## src/rtl/sub32_if.sv

```systemverilog
// Operand/result handshake bundle for the sequential 32-bit subtractor.
interface sub32_if;
  logic        in_valid;
  logic        in_ready;
  logic [31:0] a;
  logic [31:0] b;
  logic        bin;
  logic        out_valid;
  logic        out_ready;
  logic [31:0] diff;
  logic        borrow;
  logic        zero;
  logic        overflow;

  modport master (
    output in_valid, a, b, bin, out_ready,
    input  in_ready, out_valid, diff, borrow, zero, overflow
  );

  modport slave (
    input  in_valid, a, b, bin, out_ready,
    output in_ready, out_valid, diff, borrow, zero, overflow
  );
endinterface

```

## src/rtl/sub32_seq.sv

```systemverilog
// Multi-cycle 32-bit subtractor: diff = a - b - bin, computed as a + ~b + ~bin
// one SLICE_W-bit slice per cycle, each slice built from 4-bit lookahead groups.
module sub32_seq #(
  parameter int SLICE_W = 8
) (
  input  logic   clk,
  input  logic   rst,
  sub32_if.slave s
);
  localparam int NUM_SLICES = 32 / SLICE_W;
  localparam int NG         = SLICE_W / 4;
  localparam int KW         = (NUM_SLICES > 1) ? $clog2(NUM_SLICES) : 1;

  typedef enum logic [1:0] {IDLE, CALC, DONE} state_t;

  state_t          state;
  logic [31:0]     a_r, nb_r, diff_r;
  logic            cy;
  logic [KW-1:0]   k;
  logic            borrow_r, zero_r, ovf_r, ovalid_r;

  logic [SLICE_W-1:0] sa, sb, ssum;
  logic               cout;
  logic [31:0]        nd;

  // 4-bit carry-lookahead group: returns {carry_out, sum}
  function automatic logic [4:0] cla4(input logic [3:0] x, input logic [3:0] y,
                                      input logic ci);
    logic [3:0] g, p;
    logic [4:0] c;
    g    = x & y;
    p    = x ^ y;
    c[0] = ci;
    c[1] = g[0] | (p[0] & ci);
    c[2] = g[1] | (p[1] & g[0]) | (p[1] & p[0] & ci);
    c[3] = g[2] | (p[2] & g[1]) | (p[2] & p[1] & g[0]) | (p[2] & p[1] & p[0] & ci);
    c[4] = g[3] | (p[3] & g[2]) | (p[3] & p[2] & g[1]) | (p[3] & p[2] & p[1] & g[0])
         | (p[3] & p[2] & p[1] & p[0] & ci);
    return {c[4], p ^ c[3:0]};
  endfunction

  // Current slice of a + ~b + carry; groups ripple their carries inside the slice,
  // the slice carry crosses into the next cycle through cy.
  always_comb begin
    logic       c;
    logic [4:0] r;
    sa   = a_r[k*SLICE_W +: SLICE_W];
    sb   = nb_r[k*SLICE_W +: SLICE_W];
    ssum = '0;
    c    = cy;
    for (int g = 0; g < NG; g++) begin
      r              = cla4(sa[g*4 +: 4], sb[g*4 +: 4], c);
      ssum[g*4 +: 4] = r[3:0];
      c              = r[4];
    end
    cout = c;
  end

  // Full result as it will look once this slice is written; used for zero/overflow
  always_comb begin
    nd                       = diff_r;
    nd[k*SLICE_W +: SLICE_W] = ssum;
  end

  // Control FSM with registered result/status outputs
  always_ff @(posedge clk) begin
    if (rst) begin
      state    <= IDLE;
      a_r      <= '0;
      nb_r     <= '0;
      cy       <= 1'b0;
      k        <= '0;
      diff_r   <= '0;
      borrow_r <= 1'b0;
      zero_r   <= 1'b0;
      ovf_r    <= 1'b0;
      ovalid_r <= 1'b0;
    end else begin
      case (state)
        IDLE: if (s.in_valid) begin
          a_r   <= s.a;
          nb_r  <= ~s.b;
          cy    <= ~s.bin;
          k     <= '0;
          state <= CALC;
        end
        CALC: begin
          diff_r <= nd;
          cy     <= cout;
          if (k == KW'(NUM_SLICES - 1)) begin
            // carry out of a + ~b + ~bin is the inverse of the borrow
            borrow_r <= ~cout;
            zero_r   <= (nd == 32'd0);
            ovf_r    <= (a_r[31] ^ ~nb_r[31]) & (nd[31] ^ a_r[31]);
            ovalid_r <= 1'b1;
            state    <= DONE;
          end else begin
            k <= k + KW'(1);
          end
        end
        DONE: if (s.out_ready) begin
          ovalid_r <= 1'b0;
          state    <= IDLE;
        end
        default: state <= IDLE;
      endcase
    end
  end

  assign s.in_ready  = (state == IDLE) & ~rst;
  assign s.out_valid = ovalid_r;
  assign s.diff      = diff_r;
  assign s.borrow    = borrow_r;
  assign s.zero      = zero_r;
  assign s.overflow  = ovf_r;
endmodule

```

## src/flat_wrapper.sv

```systemverilog
// flat-port wrapper written by rule: the top's interface ports become plain ports
module sub32_seq_flat 
#(
  parameter int SLICE_W = 8
)
  (clk, rst, s_in_valid, s_a, s_b, s_bin, s_out_ready, s_in_ready, s_out_valid, s_diff, s_borrow, s_zero, s_overflow);
  sub32_if s_i ();
  input  logic clk;
  input  logic rst;
  input wire logic [$bits(s_i.in_valid)-1:0] s_in_valid;
  input wire logic [$bits(s_i.a)-1:0] s_a;
  input wire logic [$bits(s_i.b)-1:0] s_b;
  input wire logic [$bits(s_i.bin)-1:0] s_bin;
  input wire logic [$bits(s_i.out_ready)-1:0] s_out_ready;
  output wire logic [$bits(s_i.in_ready)-1:0] s_in_ready;
  output wire logic [$bits(s_i.out_valid)-1:0] s_out_valid;
  output wire logic [$bits(s_i.diff)-1:0] s_diff;
  output wire logic [$bits(s_i.borrow)-1:0] s_borrow;
  output wire logic [$bits(s_i.zero)-1:0] s_zero;
  output wire logic [$bits(s_i.overflow)-1:0] s_overflow;
  assign s_i.in_valid = s_in_valid;
  assign s_i.a = s_a;
  assign s_i.b = s_b;
  assign s_i.bin = s_bin;
  assign s_i.out_ready = s_out_ready;
  assign s_in_ready = s_i.in_ready;
  assign s_out_valid = s_i.out_valid;
  assign s_diff = s_i.diff;
  assign s_borrow = s_i.borrow;
  assign s_zero = s_i.zero;
  assign s_overflow = s_i.overflow;
  sub32_seq #(.SLICE_W(SLICE_W)) u_core (.clk(clk), .rst(rst), .s(s_i));
endmodule
```

## config.mk

```make
export PLATFORM = sky130hd
export DESIGN_NAME = sub32_seq_flat
export DESIGN_NICKNAME = d
export VERILOG_FILES = /design/src/rtl/sub32_if.sv /design/src/rtl/sub32_seq.sv /design/src/flat_wrapper.sv
export SDC_FILE = /design/constraint.sdc
export NUM_CORES = 1
export LEC_CHECK = 0
export ABC_AREA = 1
export BUFFER_PORTS_ARGS = -buffer_cell sky130_fd_sc_hd__buf_4
export CAP_MARGIN = 20
export CORE_MARGIN = 4
export CORE_UTILIZATION = 55
export CTS_CLUSTER_SIZE = 8
export DETAILED_ROUTE_END_ITERATION = 7
export PLACE_DENSITY = 0.81
export SLEW_MARGIN = 20
export SYNTH_ARGS = -nofsm -noshare
export SYNTH_HDL_FRONTEND = slang
export SYNTH_SLANG_ARGS = --single-unit
export TNS_END_PERCENT = 10
```

## constraint.sdc

```tcl
create_clock -name clk -period 4.79 [get_ports clk]
set_clock_uncertainty 0.2 [all_clocks]
set_input_delay 0.2395 -clock clk [delete_from_list [all_inputs] [get_ports clk]]
set_output_delay 0.2395 -clock clk [all_outputs]
set_load 0.01 [all_outputs]
```

# ---- Yosys cells after proc, flatten, opt, wreduce, memory -nomap -nowiden
# Index checks and enable logic that the tools add are counted.
# Widths: inputs -> output; s select.
dict set report word_totals {
  input_bits 69
  output_inout_bits 37
  reg_bits 105
}
dict set report op_classes {
  n_eq_ne 7
  bitwise 67
  reduce_logical 10
  n_shift 4
  muxes 13
  n_addsub 2
}
# cell count
set ops {}
lappend ops {{$shiftx 32x6->8} 2}
lappend ops {{$and 1x1->1} 34}
lappend ops {{$neg 5->34} 1}
lappend ops {{$shift 8x34->32 const A} 1}
lappend ops {{$shiftx 8x34->32} 1}
lappend ops {{$bwmux 32} 1}
lappend ops {{$logic_not 32->1} 1}
lappend ops {{$not 32->32} 1}
lappend ops {{$or 1x1->1} 20}
lappend ops {{$xor 4x4->4} 4}
lappend ops {{$mux 2} 5}
lappend ops {{$reduce_and 3->1} 3}
lappend ops {{$and 4x4->4} 2}
lappend ops {{$ne 2x2->1 const B} 3}
lappend ops {{$pmux 2 s3} 1}
lappend ops {{$reduce_and 2->1} 3}
lappend ops {{$eq 2x2->1 const B} 2}
lappend ops {{$not 1->1} 4}
lappend ops {{$pmux 1 s2} 2}
lappend ops {{$pmux 2 s2} 1}
lappend ops {{$reduce_bool 2->1} 2}
lappend ops {{$mux 1} 3}
lappend ops {{$add 2x1->2 const B} 1}
lappend ops {{$eq 2x1->1 const B} 1}
lappend ops {{other kinds (3)} 4}

# ---- Logic depth before layout (Yosys ltp)
# Gate-level depths: netlist of the first run.
dict set report depth {
  ltp_word 14
  depth_mapped 27
  mapped_depth_nobuf 24
}

# ---- Least setup slack after synthesis of the first run
# No wires, ideal clock.
dict set report synth_timing {
  kind {register to register}
  from {register u_core.k[0]}
  to {register u_core.zero_r (netlist: u_core.s.zero)}
  path_buffers 3
  t_required_ps 4525
  setup_ps 65
  setup_slack_ps 1217
  period_less_slack_ps 3573
  arrival_time_ps 3308
  path_stages_with_launch 25
  path_cell_list {dfxtp_1 -> buf_4 -> clkbuf_1 -> clkbuf_1 -> nor2_1 -> o22ai_1 -> ha_1 -> nand2_1 -> nand2_1 -> nand3_1 -> nand2_2 -> fa_1 -> inv_1 -> nor2_1 -> a21boi_1 -> nand2_1 -> nor2_1 -> nand3_1 -> nor2_1 -> nand3_1 -> nor2_1 -> nand3_1 -> nor2_1 -> nor2_1 -> nor2_1}
}
dict set report synth_via {
  elab_chain_cells 13
}
# item line
set synth_rtl {}
lappend synth_rtl {{from (decl)} sub32_seq.sv:19} ;# logic [KW-1:0] k;
lappend synth_rtl {{from (signal assigned)} sub32_seq.sv:98} ;# k <= k + KW'(1);
lappend synth_rtl {{$shiftx 32x6->8, on equally long branches} {sub32_seq.sv:47, sub32_seq.sv:48}}
lappend synth_rtl {{$xor 4x4->4 or $and 4x4->4 (tied branches)} {sub32_seq.sv:32, sub32_seq.sv:31}}
lappend synth_rtl {{$and 1x1->1, on equally long branches} {sub32_seq.sv:37, sub32_seq.sv:38}}
lappend synth_rtl {{$or 1x1->1, or another cell as far along (2 in a row)} sub32_seq.sv:37} ;# c[4] = g[3] | (p[3] & g[2]) | (p[3] & p[2] & g[1]) | (p[3] & p[2] & p[1] & g[0])
lappend synth_rtl {{$or 1x1->1 or $and 1x1->1 (tied branches)} {sub32_seq.sv:37, sub32_seq.sv:38}}
lappend synth_rtl {{$or 1x1->1} sub32_seq.sv:38} ;# | (p[3] & p[2] & p[1] & p[0] & ci);
lappend synth_rtl {{$and 1x1->1, on equally long branches} {sub32_seq.sv:34, sub32_seq.sv:35, sub32_seq.sv:36}}
lappend synth_rtl {{$or 1x1->1, on equally long branches} {sub32_seq.sv:34, sub32_seq.sv:35, sub32_seq.sv:36}}
lappend synth_rtl {{$xor 4x4->4} sub32_seq.sv:39} ;# return {c[4], p ^ c[3:0]};
lappend synth_rtl {{$shiftx 8x34->32} sub32_seq.sv:62} ;# nd[k*SLICE_W +: SLICE_W] = ssum;
lappend synth_rtl {{$bwmux 32} sub32_seq.sv:62}
lappend synth_rtl {{$logic_not 32->1} sub32_seq.sv:93} ;# zero_r <= (nd == 32'd0);
lappend synth_rtl {{to (signal assigned)} sub32_seq.sv:93}
lappend synth_rtl {{to (decl)} sub32_seq.sv:20} ;# logic borrow_r, zero_r, ovf_r, ovalid_r;
# Parallel ways exist; a longest one is shown, timed or not.
# A chain may end at the register's enable or synchronous reset.

# ---- Worst setup path in the final report of the first run
dict set report layout_timing {
  from {register u_core.k[1]}
  to {register u_core.zero_r (netlist: u_core.s.zero)}
}
# Same word-level chain as after synthesis.

==> results of run 1 <==
## layer usage
layer / vias to the layer above / part of all wire / GRT usage
met5: - / 0 / 0
met4: 0 / 0.027 / 0.08529
met3: 50 / 0.066 / 0.05250
met2: 260 / 0.51 / 0.5383
met1: 2593 / 0.39 / 0.3599
li1: 2774 / - / -
## through the flow
step / area, um2 / total power, W / cells
after floorplan: 5195 / 0.001455 / 758
final: 6834 / 0.002275 / 1019
after global placement: 5984 / 0.001668 / 937
after global routing: 6834 / 0.002394 / 1019
after CTS: 6834 / 0.002253 / 1019
after detailed placement: 5984 / 0.001680 / 937
## area by class of cell
type | count | area share
clock buffer | 10 | 0.02014
clock inverter | 6 | 0.007506
sequential | 105 | 0.3076
timing repair buffer | 176 | 0.2175
multi-input combinational | 528 | 0.3814
tap | 111 | 0.02032
inverter | 83 | 0.04559
## path summary, 6_finish.rpt
kind                                                       from                               to  slack (ns)  cells after the start
worst max-delay path                   u_core.k[1]$_SDFFE_PP0P_       u_core.s.zero$_SDFFE_PP0P_        0.86                     23
worst max register to register         u_core.k[1]$_SDFFE_PP0P_       u_core.s.zero$_SDFFE_PP0P_        0.86                     23
worst min register to register  u_core.s.out_valid$_SDFFE_PP0P_  u_core.s.out_valid$_SDFFE_PP0P_        0.29                      2
worst min-delay path                                        rst       u_core.s.zero$_SDFFE_PP0P_        0.05                      2
## power breakdown
group | total (W) | switching [W] | leakage [nW] | internal, W
clock | 0.000550 | 0.000339 | 0.0987 | 0.000212
sequential | 0.00100 | 0.0000551 | 0.868 | 0.000949
combinational | 0.000720 | 0.000439 | 2.32 | 0.000281
## state kept, by name (all words and copies together) (netlist names)
name and flops:
u_core.s.overflow 1, u_core.s.diff 32, u_core.state 2, u_core.cy 1, u_core.a_r 32, u_core.s.out_valid 1
u_core.s.zero 1, u_core.nb_r 32, u_core.s.borrow 1, u_core.k 2
## logic make-up (layout without fill, tap and decap cells)
family | Yosys count | in the layout | share of synthesized area
adder cells (fa/ha/maj) | 16 | 16 | 0.04143
flip-flops | 105 | 105 | 0.4046
AO/OA/AOI/OAI | 217 | 217 | 0.2245
AND/OR/NAND/NOR | 295 | 295 | 0.2358
buffers and inverters | 125 | 275 | 0.09369
## cells in the final DEF, fill, tap and decap left out, drive strengths merged
master and count:
a211oi 1, a21boi 2, a21o 2, a21oi 51, a31oi 1, buf 110, clkbuf 10, clkinv 6
dfxtp 105, dlygate4sd3 66, fa 2, ha 14, inv 83, nand2 85, nand3 29, nand3b 1
nand4 8, nor2 170, nor3 1, o211ai 15, o21a 1, o21ai 126, o22ai 18, or2 1
## cell usage after synthesis (all sizes together), types with 8 or more instances
cell	number
inv	80
clkbuf	33
o211ai	15
nand4	8
nand3	29
ha	14
nor2	170
o21ai	126
buf	9
a21oi	51
o22ai	18
nand2	85
dfxtp	105
==> impl_table.tex, run 1 <==
\begin{tabular}{lr}
\hline
Metric & Value \\
\hline
\multicolumn{2}{l}{\textbf{Place}} \\
IO buf count & 105 \\
Setup WS pre-CTS & 0.9906 ns \\
Half-perimeter wire length of the detailed placement result & 10.87 mm \\
RePlAce Congestion & 0.9232 \\
\multicolumn{2}{l}{\textbf{Power and ir drop}} \\
Largest vdd supply drop & 249.2 uV \\
Leakage Power & 3.285 nW \\
Power density normalized to cell area & 332.9 mW/mm2 \\
\multicolumn{2}{l}{\textbf{Timing}} \\
Post-Route Hold Slack & 0.05158 ns \\
RSZ-0062 raised after global routing & no \\
Relative slew slack & 0.4034 \\
Highest Clock Rate & 0.2547 GHz \\
Count of endpoints failing hold in the final timing report & 0 \\
Total negative slack for setup checks & 0 ns \\
Post-route worst setup slack & 0.8636 ns \\
Fin. max-slew vios & 0 \\
Fin crit period & 3.926 ns \\
Post-route fraction of the period consumed by the critical path & 0.8197 \\
Setup-violating endpoint count in the final report & 0 \\
Measured slew at the worst slew-check pin & 0.8893 ns \\
\multicolumn{2}{l}{\textbf{Synth}} \\
Distinct cell type count of the synthesized netlist & 35 \\
Avg Synthesized Cell Area & 6.854 um2 \\
Combined area of all synthesized cells & 0.005195 mm2 \\
Cell accounting for the most synthesized area & dfxtp\_1 \\
Syn Inst Count & 758 \\
Number of synthesis warnings & 0 \\
Most common flop cell mapped by yosys & dfxtp\_1 \\
Yosys top cell area share & 0.4046 \\
Largest cells by area after synthesis & dfxtp\_1 40\%, o21ai\_0 12\%, nor2\_1 12\%, nand2\_1 5.9\%, inv\_1 5.3\% \\
Proportion of synthesized chip area in sequential cells & 0.4046 \\
Async SR Flop Fraction & 0 \\
Count of flip-flops with a built-in enable after synthesis & 0 \\
Syn nets & 843 \\
FF+latch count, synth & 105 \\
\multicolumn{2}{l}{\textbf{Detailed routing}} \\
Vias post-DR & 5677 \\
Total iterations of the first detailed-routing run & 5 \\
Residual DRC count & 0 \\
Mean number of vias per cell & 5.571 \\
Routed WL per cell & 16.46 um \\
Post-route ant nets & 0 \\
Sum of routed wire length over all layers & 16.77 mm \\
Iter 0 DRT Violations & 385 \\
\multicolumn{2}{l}{\textbf{Final layout}} \\
\# fillers & 734 \\
Combined area of the multi-input logic cells & 0.002606 mm2 \\
Area growth from synthesis to layout & 31.55\% \\
Final core utilization & 0.7431 \\
Net count reported at finish & 988 \\
Reg area & 0.002102 mm2 \\
Proportion of layout cells with a drive suffix above 1 & 0.1608 \\
Antenna cells & 0 \\
\multicolumn{2}{l}{\textbf{Floorplan}} \\
Starting density of the core & 0.5649 \\
Die span in y & 105.2 um \\
I/O pin count & 106 \\
FP Rows & 35 \\
Die footprint & 0.01106 mm2 \\
Area of the core & 0.009196 mm2 \\
Width of the chip & 105.2 um \\
\multicolumn{2}{l}{\textbf{Worst setup path}} \\
Crit path top cell by count & nor2\_1 \\
Biggest cell delay along the critical path & 0.48 ns \\
Largest fanout of any net on the critical path & 20 \\
Type of origin of the critical path & flop \\
Crit path max-delay family & simple AND/OR/NAND/NOR gates \\
Critical path required time & 4.90 ns \\
Crit path kind & reg -> reg \\
Worst Path Buf+Inv & 4 \\
Cell with the biggest individual delay on the critical path & fa\_1 \\
Critical path arrival & 4.04 ns \\
Critical Path End Type & flop \\
Cell chain of the critical path & buf\_4, inv\_1, o21ai\_0, o22ai\_1, ha\_1, inv\_2, nand2\_1, nand3\_1, nand2\_2, fa\_1, inv\_1, nor2\_1, a21boi\_1, nand2\_1, nor2\_1, nand3\_1, nor2\_1, nand3\_1, nor2\_1, nand3\_1, nor2\_1, nor2\_1, nor2\_1 \\
\multicolumn{2}{l}{\textbf{CTS}} \\
Clock tree buffer depth & 2 \\
Root Buffer & clkbuf\_8 \\
Number of sinks driven by the clock tree & 105 \\
Clock buffers created by TritonCTS & 9 \\
H-tree depth & 3 \\
CTS tree & done \\
Clock transition at the registers of the reported paths & 0.11 ns \\
Clock network latency to the later pin of the worst-skew pair & 0.37 ns \\
Post-CTS setup-driven buffer insertion count & 0 \\
Number of hold buffers added after CTS & 66 \\
Resize count post-CTS & 0 \\
\multicolumn{2}{l}{\textbf{Min path}} \\
Worst Hold Class & in -> reg \\
\multicolumn{2}{l}{\textbf{Global route}} \\
Via count of the first global-routing pass & 5349 \\
Total Routing Usage GR & 0.2982 \\
GRT overflow & 0 \\
Pin count of the biggest net entering global routing & 67 \\
First-pass GRT wire length & 26.70 mm \\
Initial antenna violation count & 0 \\
\multicolumn{2}{l}{\textbf{Flow run}} \\
Number of max-capacitance violations reported & 0 \\
\multicolumn{2}{l}{\textbf{Outcome}} \\
Outcome & completed \\
\hline
\end{tabular}
(Power assumes the default switching activity.)
==> run 2: changes to the inputs <==
--- a/config.mk
+++ b/config.mk
@@ -9,10 +9,10 @@
 export BUFFER_PORTS_ARGS = -buffer_cell sky130_fd_sc_hd__buf_4
 export CAP_MARGIN = 20
 export CORE_MARGIN = 4
-export CORE_UTILIZATION = 55
+export CORE_UTILIZATION = 50
 export CTS_CLUSTER_SIZE = 8
 export DETAILED_ROUTE_END_ITERATION = 7
-export PLACE_DENSITY = 0.81
+export PLACE_DENSITY = 0.78
 export SLEW_MARGIN = 20
 export SYNTH_ARGS = -nofsm -noshare
 export SYNTH_HDL_FRONTEND = slang
==> constraint.sdc (replaced) <==
create_clock -name clk -period 3.4 [get_ports clk]
set_clock_uncertainty 0.2 [all_clocks]
set_input_delay 0.17 -clock clk [delete_from_list [all_inputs] [get_ports clk]]
set_output_delay 0.17 -clock clk [all_outputs]
set_load 0.01 [all_outputs]
==> run 2 against run 1 <==
  * The flow now finishes with violations (DRC)
  * Global-route usage shrank 1.6 points
  * Routed wire length grew 2.7%
  * Sequential share of layout area down 1.5 points
  * Sequential power increased by 43%
  * Worst hold slack improved by 0.10 ns
  * Utilization shrank 2.1 points
  * Setup slack got worse by 0.83 ns
  * Final area increased by 5.2%
  * Clock-buffer cell count fell by 1
  * Die area is 9.2% higher
  * Flip-flop and latch count did not move
  * Highest routed layer unchanged
==> impl_table.tex, run 2 (synthesis results as in run 1) <==
\begin{tabular}{lr}
\hline
Metric & Value \\
\hline
\multicolumn{2}{l}{\textbf{Global route}} \\
Initial antenna violation count & 0 (unchanged) \\
Via count of the first global-routing pass & 5391 (+0.79\%) \\
Total Routing Usage GR & 0.2824 (-0.01572) \\
GRT overflow & 0 (unchanged) \\
First-pass GRT wire length & 26.54 mm (-0.60\%) \\
Pin count of the biggest net entering global routing & 57 (-15\%) \\
\multicolumn{2}{l}{\textbf{Detailed routing}} \\
Post-route ant nets & 0 (unchanged) \\
Total iterations of the first detailed-routing run & 8 (+3) \\
Routed WL per cell & 16.17 um (-1.7\%) \\
Vias post-DR & 5834 (+2.8\%) \\
Residual DRC count & 1 (+1) \\
Iter 0 DRT Violations & 474 (+23\%) \\
Sum of routed wire length over all layers & 17.23 mm (+2.7\%) \\
Mean number of vias per cell & 5.478 (-1.7\%) \\
\multicolumn{2}{l}{\textbf{Worst setup path}} \\
Reg-to-reg critical path endpoint & u\_core.s.zero\$\_SDFFE\_PP0P\_ \\
Crit path kind & reg -> reg \\
Critical Path End Type & flop \\
Critical R2R Launch & u\_core.k[0]\$\_SDFFE\_PP0P\_ \\
Number of cells on the worst reg-to-reg path & 22 (-4.3\%) \\
Largest fanout of any net on the critical path & 27 (+35\%) \\
Critical path required time & 3.53 ns (-1.37 ns) \\
Type of origin of the critical path & flop \\
Crit path top cell by count & nor2\_1 \\
Critical path arrival & 3.50 ns (-0.54 ns) \\
Cell chain of the critical path & inv\_8, o21ai\_0, o22ai\_1, ha\_1, nand2\_1, inv\_2, nand3\_2, nand2\_2, fa\_2, nand3\_2, nor2\_1, nor2\_1, nand2\_1, nor2\_1, nand3\_1, nor2\_1, nand3\_1, nor2\_1, nand3\_1, nor2\_1, nor2\_1, nor2\_1 \\
Cell with the biggest individual delay on the critical path & fa\_2 \\
Biggest cell delay along the critical path & 0.46 ns (-0.02 ns) \\
Internal reg-to-reg setup slack & 0.03 ns (-0.83 ns) \\
\multicolumn{2}{l}{\textbf{Floorplan}} \\
Die span in y & 109.9 um (+4.5\%) \\
Width of the chip & 109.9 um (+4.5\%) \\
Starting density of the core & 0.5219 (-0.04303) \\
Area of the core & 0.009955 mm2 (+8.2\%) \\
FP Rows & 36 (+2.9\%) \\
I/O pin count & 106 (unchanged) \\
Die footprint & 0.01208 mm2 (+9.2\%) \\
\multicolumn{2}{l}{\textbf{Min path}} \\
Number of cells on the worst hold path & 4 (+2) \\
Worst Hold Class & in -> reg \\
Origin of the worst min-delay path & s\_in\_valid \\
Destination of the worst hold path & u\_core.nb\_r[7]\$\_SDFFE\_PP0P\_ \\
\multicolumn{2}{l}{\textbf{Place}} \\
Half-perimeter wire length of the detailed placement result & 11.70 mm (+7.6\%) \\
Setup WS pre-CTS & -0.1154 ns (-1.106 ns) \\
IO buf count & 105 (unchanged) \\
RePlAce Congestion & 0.9413 (+2.0\%) \\
\multicolumn{2}{l}{\textbf{CTS}} \\
CTS tree & done \\
Root Buffer & clkbuf\_8 \\
Clock network latency to the later pin of the worst-skew pair & 0.38 ns (about the same) \\
H-tree depth & 3 (unchanged) \\
Number of sinks driven by the clock tree & 105 (unchanged) \\
Clock buffers created by TritonCTS & 9 (unchanged) \\
Clock tree buffer depth & 2 (unchanged) \\
Clock transition at the registers of the reported paths & 0.11 ns (about the same) \\
\multicolumn{2}{l}{\textbf{Final layout}} \\
Antenna cells & 0 (unchanged) \\
Area growth from synthesis to layout & 38.39\% \\
Proportion of layout cells with a drive suffix above 1 & 0.2006 (+0.03985) \\
Final core utilization & 0.7222 (-0.02091) \\
Net count reported at finish & 1012 (+2.4\%) \\
Top library cells by usage in the layout, fill and taps aside & 163 x nor2\_1, 128 x buf\_4, 113 x o21ai\_0 \\
Most common cell after layout, fill and taps aside & nor2\_1 \\
\multicolumn{2}{l}{\textbf{Timing}} \\
Post-route worst setup slack & 0.03006 ns (-0.8335 ns) \\
Fin. max-slew vios & 0 (unchanged) \\
Relative slew slack & 0.5058 (+0.1023) \\
Fin crit period & 3.370 ns (-0.5565 ns) \\
Count of endpoints failing hold in the final timing report & 0 (unchanged) \\
Highest Clock Rate & 0.2967 GHz (+17\%) \\
RSZ-0062 raised after global routing & yes \\
Setup-violating endpoint count in the final report & 0 (unchanged) \\
Measured slew at the worst slew-check pin & 0.7405 ns (-0.1488 ns) \\
Post-route fraction of the period consumed by the critical path & 0.9912 (+0.1714) \\
\multicolumn{2}{l}{\textbf{Power and ir drop}} \\
Largest vdd supply drop & 377.1 uV (+51\%) \\
Power density normalized to cell area & 470.5 mW/mm2 (+41\%) \\
Leakage Power & 3.433 nW (+4.5\%) \\
\multicolumn{2}{l}{\textbf{Outcome}} \\
Violations in the final reports & DRC \\
Outcome & complete, but fails checks \\
\multicolumn{2}{l}{\textbf{Flow run}} \\
Number of max-capacitance violations reported & 0 (unchanged) \\
\hline
\end{tabular}
## run 2: timing repair
item,in CTS,in global routing
buffers inserted,1,3
hold buffers,68,0
endpoints found under the setup margin,1,1
gates cloned,0,2
pin swaps,2,11
endpoints found under the hold margin,69,0
gates resized for setup,5,30
## run 2: area by class of cell
type                    instances  area (um2)
fillers                       786        2765
multi-input cells             528        2664
flip-flops and latches        105        2107
repair buffers                200        1723
inverters                      83       319.1
well taps                     133       166.4
clock buffers                   9       123.9
clock inverters                 7       86.33
## run 2: metrics by stage
| step | instance area [um2] | instances | power (W) | setup TNS [ns] | hold slack (ns) |
|---|---|---|---|---|---|
| 6_report | 7189 | 1065 | 0.003383 | 0 | 0.1518 |
| 5_1_grt | 7189 | 1065 | 0.003553 | -0.1894 | 0.1697 |
| 3_5_place_dp | 6145 | 975 | 0.002411 | -0.1154 | 0.1490 |
| 3_3_place_gp | 6145 | 975 | 0.002387 | 0 | 0.1444 |
| 2_1_floorplan | 5200 | 758 | 0.002052 | 0 | 0.05996 |
| 4_1_cts | 7056 | 1060 | 0.003294 | 0 | 0.1372 |
## run 2: worst max-delay path by stage
stage,slack (ns),cells after the start,endpoint,startpoint
3_5_place_dp,-0.12,22,u_core.s.zero$_SDFFE_PP0P_,u_core.k[0]$_SDFFE_PP0P_
4_1_cts,0.01,22,u_core.s.zero$_SDFFE_PP0P_,u_core.k[0]$_SDFFE_PP0P_
5_1_grt,-0.19,22,u_core.s.zero$_SDFFE_PP0P_,u_core.k[0]$_SDFFE_PP0P_
6_report,0.03,22,u_core.s.zero$_SDFFE_PP0P_,u_core.k[0]$_SDFFE_PP0P_
2_1_floorplan,0.0002,23,u_core.s.zero$_SDFFE_PP0P_,u_core.k[0]$_SDFFE_PP0P_
3_3_place_gp,0.09,22,u_core.s.zero$_SDFFE_PP0P_,u_core.k[0]$_SDFFE_PP0P_
## run 2: where the power goes
| part | total [W] | internal (W) | switching [W] |
|---|---|---|---|
| Clock | 0.000823 | 0.000356 | 0.000467 |
| Combinational | 0.00113 | 0.000468 | 0.000663 |
| Sequential | 0.00143 | 0.00134 | 0.0000898 |
| Total | 0.00338 | 0.00216 | 0.00122 |
## run 2: layer usage
layer  global-route usage  part of all wire  vias to the layer above
met5                    0                 0                        -
met4              0.08459             0.030                        0
met3              0.03876             0.062                       51
met2               0.5091              0.51                      265
met1               0.3474              0.40                     2694
li1                     -                 -                     2824
## run 2: critical path, delay by kind of cell, from the launching register on
| kind | cells | cell delay (ns) |
|---|---|---|
| simple gates | 16 | 1.37 |
| buf+inv | 2 | 0.18 |
| compound gates | 2 | 0.27 |
| flops | 1 | 0.45 |
| fa+ha+maj | 2 | 0.83 |
==> run 3: changes to the inputs <==
--- a/config.mk
+++ b/config.mk
@@ -12,7 +12,7 @@
 export CORE_UTILIZATION = 50
 export CTS_CLUSTER_SIZE = 8
 export DETAILED_ROUTE_END_ITERATION = 7
-export PLACE_DENSITY = 0.78
+export PLACE_DENSITY = 0.77
 export SLEW_MARGIN = 20
 export SYNTH_ARGS = -nofsm -noshare
 export SYNTH_HDL_FRONTEND = slang
==> run 3 against run 2 <==
  * The flow now finishes without violations
  * Utilization up 1.4 points
  * Register-to-register slack gained 0.05 ns
  * Critical path type unchanged
  * Clock power down 4.7%
  * Non-clock buffer count increased by 1
  * Global-route usage up 0.54 points
  * Clock-buffer cell count grew 1
  * Fmax increased by 1.4%
  * First-iteration DRC count up 7.4%
==> impl_table.tex, run 3 (synthesis results as in run 1) <==
\begin{tabular}{lr}
\hline
Metric & Value \\
\hline
\multicolumn{2}{l}{\textbf{CTS}} \\
Clock transition at the registers of the reported paths & 0.11 ns (about the same) \\
Root Buffer & clkbuf\_8 \\
Number of sinks driven by the clock tree & 105 (unchanged) \\
CTS tree & done \\
Clock network latency to the later pin of the worst-skew pair & 0.39 ns (about the same) \\
Clock buffers created by TritonCTS & 9 (unchanged) \\
H-tree depth & 3 (unchanged) \\
Clock tree buffer depth & 2 (unchanged) \\
\multicolumn{2}{l}{\textbf{Power and ir drop}} \\
Sw Ratio & 0.3683 (+0.007563) \\
Comb power frac & 0.350 (+0.016) \\
Power density normalized to cell area & 464.9 mW/mm2 (-1.2\%) \\
Net switching component of the power & 0.001255 W (+2.8\%) \\
Cell internal power dissipation & 0.002152 W (-0.47\%) \\
Clk pwr share & 0.230 (-0.013) \\
Leakage Power & 3.456 nW (+0.68\%) \\
Overall power of the completed layout & 0.003407 W (+0.73\%) \\
Register share of total power & 0.420 (-0.002) \\
Largest vdd supply drop & 399.2 uV (+5.9\%) \\
\multicolumn{2}{l}{\textbf{Timing}} \\
Measured slew at the worst slew-check pin & 0.7368 ns (-0.003719 ns) \\
Setup-violating endpoint count in the final report & 0 (unchanged) \\
Fin. max-slew vios & 0 (unchanged) \\
Post-route fraction of the period consumed by the critical path & 0.9772 (-0.01399) \\
Post-route worst setup slack & 0.07762 ns (+0.04756 ns) \\
Fin crit period & 3.322 ns (-0.04756 ns) \\
Relative slew slack & 0.5083 (+0.002482) \\
Total negative slack for setup checks & 0 ns (unchanged) \\
Post-Route Hold Slack & 0.1931 ns (+0.04133 ns) \\
Highest Clock Rate & 0.3010 GHz (+1.4\%) \\
RSZ-0062 raised after global routing & yes \\
Count of endpoints failing hold in the final timing report & 0 (unchanged) \\
\multicolumn{2}{l}{\textbf{Floorplan}} \\
I/O pin count & 106 (unchanged) \\
Die span in y & 109.9 um (unchanged) \\
Width of the chip & 109.9 um (unchanged) \\
Die footprint & 0.01208 mm2 (unchanged) \\
Starting density of the core & 0.5219 (unchanged) \\
Area of the core & 0.009955 mm2 (unchanged) \\
FP Rows & 36 (unchanged) \\
\multicolumn{2}{l}{\textbf{Place}} \\
Half-perimeter wire length of the detailed placement result & 11.44 mm (-2.2\%) \\
RePlAce Congestion & 0.9369 (-0.47\%) \\
IO buf count & 105 (unchanged) \\
Number of instances in the placed design & 971 (-0.41\%) \\
Setup WS pre-CTS & -0.01199 ns (+0.1034 ns) \\
\multicolumn{2}{l}{\textbf{Worst setup path}} \\
Cell with the biggest individual delay on the critical path & fa\_2 \\
Critical Path End Type & flop \\
Worst Path Buf+Inv & 3 (+1) \\
Type of origin of the critical path & flop \\
Critical path required time & 3.54 ns (about the same) \\
Reg-to-reg critical path endpoint & u\_core.s.zero\$\_SDFFE\_PP0P\_ \\
Crit path max-delay family & simple AND/OR/NAND/NOR gates \\
Number of cells on the worst reg-to-reg path & 22 (unchanged) \\
Internal reg-to-reg setup slack & 0.08 ns (+0.05 ns) \\
Critical R2R Launch & u\_core.k[0]\$\_SDFFE\_PP0P\_ \\
Cell chain of the critical path & clkbuf\_16, o21ai\_2, o22ai\_1, ha\_1, nand2\_1, inv\_1, nand3\_2, nand2\_4, fa\_2, inv\_1, nor2\_1, a21boi\_2, nand2\_1, nor2\_1, nand3\_1, nor2\_1, nand3\_1, nor2\_1, nand3\_1, nor2\_1, nor2\_1, nor2\_1 \\
Crit path kind & reg -> reg \\
Critical path arrival & 3.46 ns (-0.04 ns) \\
Crit path top cell by count & nor2\_1 \\
Largest fanout of any net on the critical path & 6 (-78\%) \\
Biggest cell delay along the critical path & 0.50 ns (+0.04 ns) \\
\multicolumn{2}{l}{\textbf{Final layout}} \\
Area growth from synthesis to layout & 41.06\% \\
Most common cell after layout, fill and taps aside & nor2\_1 \\
Proportion of layout cells with a drive suffix above 1 & 0.2208 (+0.02015) \\
Final instance count without filler cells & 1067 (+0.19\%) \\
Net count reported at finish & 1013 (+0.099\%) \\
Top library cells by usage in the layout, fill and taps aside & 159 x nor2\_1, 127 x buf\_4, 108 x o21ai\_0 \\
\multicolumn{2}{l}{\textbf{Min path}} \\
Number of cells on the worst hold path & 5 (+1) \\
Destination of the worst hold path & u\_core.a\_r[10]\$\_SDFFE\_PP0P\_ \\
Origin of the worst min-delay path & s\_in\_valid \\
Worst Hold Class & in -> reg \\
\multicolumn{2}{l}{\textbf{Detailed routing}} \\
Vias post-DR & 5766 (-1.2\%) \\
Iter 0 DRT Violations & 509 (+7.4\%) \\
Mean number of vias per cell & 5.404 (-1.4\%) \\
Sum of routed wire length over all layers & 17.76 mm (+3.1\%) \\
Residual DRC count & 0 (-1) \\
Post-route ant nets & 0 (unchanged) \\
Routed WL per cell & 16.65 um (+2.9\%) \\
Total iterations of the first detailed-routing run & 6 (-2) \\
\multicolumn{2}{l}{\textbf{Global route}} \\
First-pass GRT wire length & 26.94 mm (+1.5\%) \\
Initial antenna violation count & 0 (unchanged) \\
Total Routing Usage GR & 0.2878 (+0.005383) \\
GRT overflow & 0 (unchanged) \\
Pin count of the biggest net entering global routing & 65 (+14\%) \\
Via count of the first global-routing pass & 5591 (+3.7\%) \\
\multicolumn{2}{l}{\textbf{Flow run}} \\
Number of max-capacitance violations reported & 0 (unchanged) \\
\multicolumn{2}{l}{\textbf{Outcome}} \\
Outcome & completed \\
\hline
\end{tabular}
==> run 3: cell count changes in the layout (fill, tap and decap cells not counted), sizes merged <==
cell | previous run | this run
inv | 84 | 85
dlygate4sd3 | 68 | 69
clkinvlp | 1 | 2
clkinv | 4 | 2
clkbuf | 11 | 12
bufinv | 1 | 0
diode | 0 | 1
==> run 3: per-stage QoR <==
stage | cell area (um2) | util
detailed placement | 6127 | 0.6155
CTS | 7017 | 0.7049
global route | 7326 | 0.7359
global placement | 6127 | 0.6155
floorplan | 5200 | -
finish | 7328 | 0.7362
==> run 3: how the worst max path moves through the flow <==
| stage | depth (start not counted) | from | endpoint |
|---|---|---|---|
| 2_1_floorplan | 23 | u_core.k[0]$_SDFFE_PP0P_ | u_core.s.zero$_SDFFE_PP0P_ |
| 3_3_place_gp | 22 | u_core.k[0]$_SDFFE_PP0P_ | u_core.s.zero$_SDFFE_PP0P_ |
| 3_5_place_dp | 22 | u_core.k[0]$_SDFFE_PP0P_ | u_core.s.zero$_SDFFE_PP0P_ |
| 4_1_cts | 22 | u_core.k[1]$_SDFFE_PP0P_ | u_core.s.zero$_SDFFE_PP0P_ |
| 5_1_grt | 22 | u_core.k[0]$_SDFFE_PP0P_ | u_core.s.zero$_SDFFE_PP0P_ |
| 6_report | 22 | u_core.k[0]$_SDFFE_PP0P_ | u_core.s.zero$_SDFFE_PP0P_ |
==> run 3: power by group through the flow <==
stage          sequential [W]  combinational, W  clock [W]
3_5_place_dp          0.00144          0.000963          0
5_1_grt               0.00144           0.00131   0.000836
3_3_place_gp          0.00144          0.000949          0
4_1_cts               0.00142           0.00103   0.000792
2_1_floorplan         0.00143          0.000619          0
6_report              0.00143           0.00119   0.000784
==> run 3: worst reg2reg max path: stages, from the launching register on <==
cell and delay [ns]:
dfxtp_4 0.45, clkbuf_16 0.19, o21ai_2 0.07, o22ai_1 0.21, ha_1 0.30, nand2_1 0.08, inv_1 0.05, nand3_2 0.07
nand2_4 0.07, fa_2 0.50, inv_1 0.07, nor2_1 0.05, a21boi_2 0.17, nand2_1 0.07, nor2_1 0.09, nand3_1 0.08
nor2_1 0.08, nand3_1 0.09, nor2_1 0.11, nand3_1 0.07, nor2_1 0.09, nor2_1 0.05, nor2_1 0.07
==> run 3: layout make-up <==
| class | instances | area (um2) |
|---|---|---|
| fill | 754 | 2626 |
| clock inverter | 6 | 57.56 |
| clock buffer | 10 | 137.6 |
| timing repair buffer | 201 | 1745 |
| multi-input combinational | 528 | 2793 |
| inverter | 83 | 319.1 |
| antenna | 1 | 2.502 |
| sequential | 105 | 2107 |
| tap | 133 | 166.4 |
==> run 3: layer usage <==
layer	share of wire	global-route usage	up-vias
li1	-	-	2824
met1	0.40	0.3389	2610
met3	0.064	0.05461	67
met4	0.044	0.1300	0
met2	0.49	0.5039	265
met5	0	0	-
==> run 3: repair_timing <==
action | CTS | global route
buffers inserted | 0 | 8
gates resized for setup | 2 | 63
endpoints found under the setup margin | 1 | 1
hold endpoints to repair | 69 | 0
hold buffers | 69 | 0
pin swaps | 0 | 29
cloned | 0 | 2
